## src/rtl/pipe_hazard_ctrl.sv

```systemverilog
`default_nettype none
// ----------------------------------------------------------------------------
// pipe_hazard_ctrl : stage enables, PC enable and flush pulses for a 5-stage
//                    pipeline (load-use, branch redirect, mem wait, halt).
// Revision 1.0
// ----------------------------------------------------------------------------
module pipe_hazard_ctrl #(
  parameter int RegAddrBits = 5,
  parameter int CntBits     = 16
) (
  input  logic                   Clock,
  input  logic                   Reset,
  input  logic                   Tick,
  input  logic                   ex_mem_read,
  input  logic [RegAddrBits-1:0] ex_rd,
  input  logic [RegAddrBits-1:0] id_rs1,
  input  logic [RegAddrBits-1:0] id_rs2,
  input  logic                   id_use_rs1,
  input  logic                   id_use_rs2,
  input  logic                   branch_taken,
  input  logic                   mem_busy,
  input  logic                   halt_req,
  input  logic                   resume,
  output logic                   pc_en,
  output logic                   en_if_id,
  output logic                   en_id_ex,
  output logic                   en_ex_mem,
  output logic                   en_mem_wb,
  output logic                   flush_if_id,
  output logic                   flush_id_ex,
  output logic                   halted,
  output logic [CntBits-1:0]     stall_cnt
);

  typedef enum logic [1:0] {
    S_RUN        = 2'd0,
    S_LOAD_STALL = 2'd1,
    S_MEM_WAIT   = 2'd2,
    S_HALTED     = 2'd3
  } state_t;

  state_t               state_q, state_d;
  logic                 pending_q, pending_d;
  logic                 flush_if_id_q, flush_if_id_d;
  logic                 flush_id_ex_q, flush_id_ex_d;
  logic [CntBits-1:0]   stall_cnt_q, stall_cnt_d;

  logic                 load_use;
  logic                 en_front;
  logic                 en_back;

  assign load_use = ex_mem_read && (ex_rd != '0) &&
                    ((id_use_rs1 && (id_rs1 == ex_rd)) ||
                     (id_use_rs2 && (id_rs2 == ex_rd)));

  // MEM_WAIT exit is evaluated exactly like RUN, with the latched branch
  // treated as if EX were still reporting it.
  always_comb begin
    state_d       = state_q;
    pending_d     = pending_q;
    flush_if_id_d = 1'b0;
    flush_id_ex_d = 1'b0;
    en_front      = 1'b0;
    en_back       = 1'b0;

    if (Tick) begin
      case (state_q)
        S_HALTED: begin
          if (resume) state_d = S_RUN;
        end
        default: begin
          if (mem_busy) begin
            state_d   = S_MEM_WAIT;
            pending_d = pending_q | branch_taken;
          end else if (branch_taken || pending_q) begin
            en_front      = 1'b1;
            en_back       = 1'b1;
            flush_if_id_d = 1'b1;
            flush_id_ex_d = 1'b1;
            pending_d     = 1'b0;
            state_d       = S_RUN;
          end else if (load_use && (state_q != S_LOAD_STALL)) begin
            en_back       = 1'b1;
            flush_id_ex_d = 1'b1;
            state_d       = S_LOAD_STALL;
          end else if (halt_req) begin
            state_d = S_HALTED;
          end else begin
            en_front = 1'b1;
            en_back  = 1'b1;
            state_d  = S_RUN;
          end
        end
      endcase
    end
  end

  always_comb begin
    stall_cnt_d = stall_cnt_q;
    if (Tick && !en_front && (stall_cnt_q != '1))
      stall_cnt_d = stall_cnt_q + CntBits'(1);
  end

  always_ff @(posedge Clock or posedge Reset) begin
    if (Reset) begin
      state_q       <= S_RUN;
      pending_q     <= 1'b0;
      flush_if_id_q <= 1'b0;
      flush_id_ex_q <= 1'b0;
      stall_cnt_q   <= '0;
    end else begin
      state_q       <= state_d;
      pending_q     <= pending_d;
      flush_if_id_q <= flush_if_id_d;
      flush_id_ex_q <= flush_id_ex_d;
      stall_cnt_q   <= stall_cnt_d;
    end
  end

  assign pc_en       = en_front;
  assign en_if_id    = en_front;
  assign en_id_ex    = en_back;
  assign en_ex_mem   = en_back;
  assign en_mem_wb   = en_back;
  assign flush_if_id = flush_if_id_q;
  assign flush_id_ex = flush_id_ex_q;
  assign halted      = (state_q == S_HALTED);
  assign stall_cnt   = stall_cnt_q;

endmodule
`default_nettype wire

```

## config.mk

```make
export PLATFORM = sky130hd
export DESIGN_NAME = pipe_hazard_ctrl
export DESIGN_NICKNAME = d
export VERILOG_FILES = /design/src/rtl/pipe_hazard_ctrl.sv
export SDC_FILE = /design/constraint.sdc
export NUM_CORES = 1
export LEC_CHECK = 0
export CAP_MARGIN = 40
export CORE_MARGIN = 5
export CORE_UTILIZATION = 40
export DETAILED_ROUTE_END_ITERATION = 16
export GPL_ROUTABILITY_DRIVEN = 0
export PLACE_DENSITY = 0.71
export SYNTH_ARGS = -nofsm -noshare
export SYNTH_HDL_FRONTEND = slang
export SYNTH_SLANG_ARGS = --single-unit
```

## constraint.sdc

```tcl
create_clock -name Clock -period 2.05 [get_ports Clock]
set_input_delay 0.41 -clock Clock [delete_from_list [all_inputs] [get_ports Clock]]
set_output_delay 0.41 -clock Clock [all_outputs]
set_load 0.005 [all_outputs]
```

==> summary.md <==
| Metric | Value |
|---|---|
| Fmax | 459 MHz |
| Final setup fails | 5 |
| Core area | 0.00300 sq mm |
| Clock skew | 4.22 ps |
| Rel. slew slack | 76.7% |
| Crit path max fanout | 2 |
| Type of element capturing the critical path | primary output |
| Reg2reg setup slack | 110 ps |
| First-pass GRT wire length | 5840 um |
| Full die area | 0.00427 sq mm |
| Peak supply drop | 0.000371 V |
| Leakage Power | 0.000929 uW |
| Clock tree root buffer cell | clkbuf_4 |
| Ys Warns | 0 |
| Crit Path Class | in -> out |
| Fraction of layout instances using a drive strength above 1 | 30.5% |
| Largest net degree at the start of global routing | 22 |
| Arrival time at the worst endpoint | 1770 ps |
| # clock sinks | 21 |
| Port bufs | 48 |
| Asr flop ratio synth | 100% |
| Routed vias | 1,280 |
| Worst reg2reg path endpoint | flush_id_ex |
| Post-synth EDFFs | 0 |
| CTS Hold Bufs | 0 |
| Routed WL | 3540 um |
| Final Slew Violations | 0 |
| CTS Buf Count | 3 |
| Mapped Nets | 153 |
| Ports | 49 |
| Die height | 65.4 um |
| Via density | 5.20 |
| WL met1 | 1420 um |
| Mapped cell area | 0.00123 sq mm |
| RSZ-0062 raised after global routing | true |
| Worst Tran Pin Value | 348 ps |
| Max layer used | met4 |
| Flop and latch count out of synthesis | 21 |
| Register area share after synthesis | 42.9% |
| Worst hold slack | 456 ps |
| Post-synth top flop | dfrtp_1 |
| Worst Reg-to-Reg Cells | 12 |
| Row cnt | 20 |
| Drt first pass iters | 3 |
| Design Power | 1260 uW |
| Clk buf depth | 2 |
| Post-synth top cells | 23 x xnor2_1, 21 x dfrtp_1, 13 x nand2_1 |
| Initial antenna violation count | 0 |
| Syn Inst Count | 127 |
| Area leader, netlist | dfrtp_1 |
| Top cell type's share of synthesized area | 42.9% |
| Initial cell density of the core | 40.8% |
| Vias in the first global route | 1,317 |
| Distinct cells, synth | 33 |
| Area delta synth->final | 68.6% |
| DR DRC count | 0 |
| Hold violation count in the final report | 0 |
| Antenna-violating nets left | 0 |
| Die width | 65.4 um |
| NumNets Final | 240 |
| Critical path launch point type | input port |
| Clock Latency Late Sink | 290 ps |
| Antenna fix cells | 0 |
| # H-tree levels | 1 |
| Reg2reg start | state_q[1] |
| Most common cell in the synthesized netlist | xnor2_1 |
| Total gr overflow | 0 |
| Violated checks | setup timing |
| Clock transition at the registers of the reported paths | 120 ps |
| PwrDens | 609 mW/mm^2 |
| Max cap viols | 0 |
| Metal2 WL | 1930 um |
| First-iteration detailed-routing DRC count | 54 |
| All-Layer GR Usage | 17.3% |
| Top post-synthesis cells by area | dfrtp_1 43%, xnor2_1 16%, nand4_1 4.6% |
| Tcrit/Tclk final | 106% |
| WP data required | 1640 ps |
| Routed wl met3 | 136 um |
| Fin crit period | 2180 ps |
| Mean Syn Cell Area | 9.65 sq um |
| Final worst slack | -129 ps |
| Post-DP HPWL | 2620 um |
| Status | finished, violations left |
| Hold WC Path Type | in -> async |
| CTS tree | yes |
| Drt wl/cell | 14.4 um |
-- layout by cell type (no fill, tap or decap), drive strengths merged, types with 4 or more instances in the layout --
cell type	count
clkdlybuf4s15	4
clkdlybuf4s50	28
nand2	13
and3	6
clkbuf	4
buf	47
dfrtp	21
inv	5
nor2	10
dlygate4sd2	7
nand4	10
nand3	6
a21oi	4
xnor2	23
-- logic make-up (layout without fill, tap and decap cells) --
group           after synthesis  after routing  synth area share (%)
compound gates               15             15                  9.39
xor+xnor                     25             25                  17.9
fa+ha+maj                     1              1                  1.02
buf+inv                       9             95                  4.29
flops                        21             21                  42.9
mux                           1              1                 0.918
simple gates                 55             55                  23.7
-- per-stage QoR --
step	TNS [ps]	worst slack [ps]	std cells	utilization, %	instance area (sq um)
after detailed placement	-12400	-927	228	63.5	1910
after global routing	-853	-219	246	68.8	2070
after floorplan	0	7.45	127	-	1240
final	-441	-129	246	68.8	2070
after CTS	-336	-110	244	67.9	2040
after global placement	-10670	-842	228	63.5	1910
-- final cells by class --
type,instances,area (sq um)
clock buffer,4,26.3
timing repair buffer,86,751
inverter,5,18.8
multi-input combinational,97,704
tap,33,41.3
fill,249,936
sequential,21,526
-- how the worst max path moves through the flow --
stage / from / endpoint / slack, ps / depth (start not counted)
2_1_floorplan: ex_rd[1] / pc_en / 7 / 6
3_3_place_gp: ex_rd[2] / en_if_id / -840 / 7
3_5_place_dp: ex_rd[2] / en_mem_wb / -930 / 8
4_1_cts: ex_rd[4] / pc_en / -110 / 7
5_1_grt: ex_rd[4] / pc_en / -220 / 10
6_report: ex_rd[4] / pc_en / -130 / 10
-- what timing repair did --
action                     CTS  global route
pin swaps                   20            10
resized for setup           61             7
setup endpoints to repair   21             7
setup buffers               12             2
-- state kept, by name, indices dropped and copies added (netlist names) --
name	flops
flush_id_ex	1
state_q	2
pending_q	1
flush_if_id	1
stall_cnt	16
-- critical path, cell delays in order --
cell	delay (ps)
buf_8	90
buf_4	140
xnor2_2	180
nand4_1	150
o22ai_2	240
buf_4	150
a21oi_2	50
nor3_2	140
nor2_1	80
buf_2	130
-- report_power, final --
| group | switching, uW | total [uW] | internal [uW] |
|---|---|---|---|
| clock network | 122 | 197 | 75.6 |
| registers | 85.1 | 573 | 488 |
| logic | 182 | 489 | 306 |
| total | 389 | 1260 | 869 |
-- metal layers --
layer,up-vias,global-route usage [%]
li1,624,-
met1,620,19.5
met2,32,33.8
met3,4,2.05
met4,0,4.66
met5,-,0
Note: power is estimated with default switching activity, not from simulation.
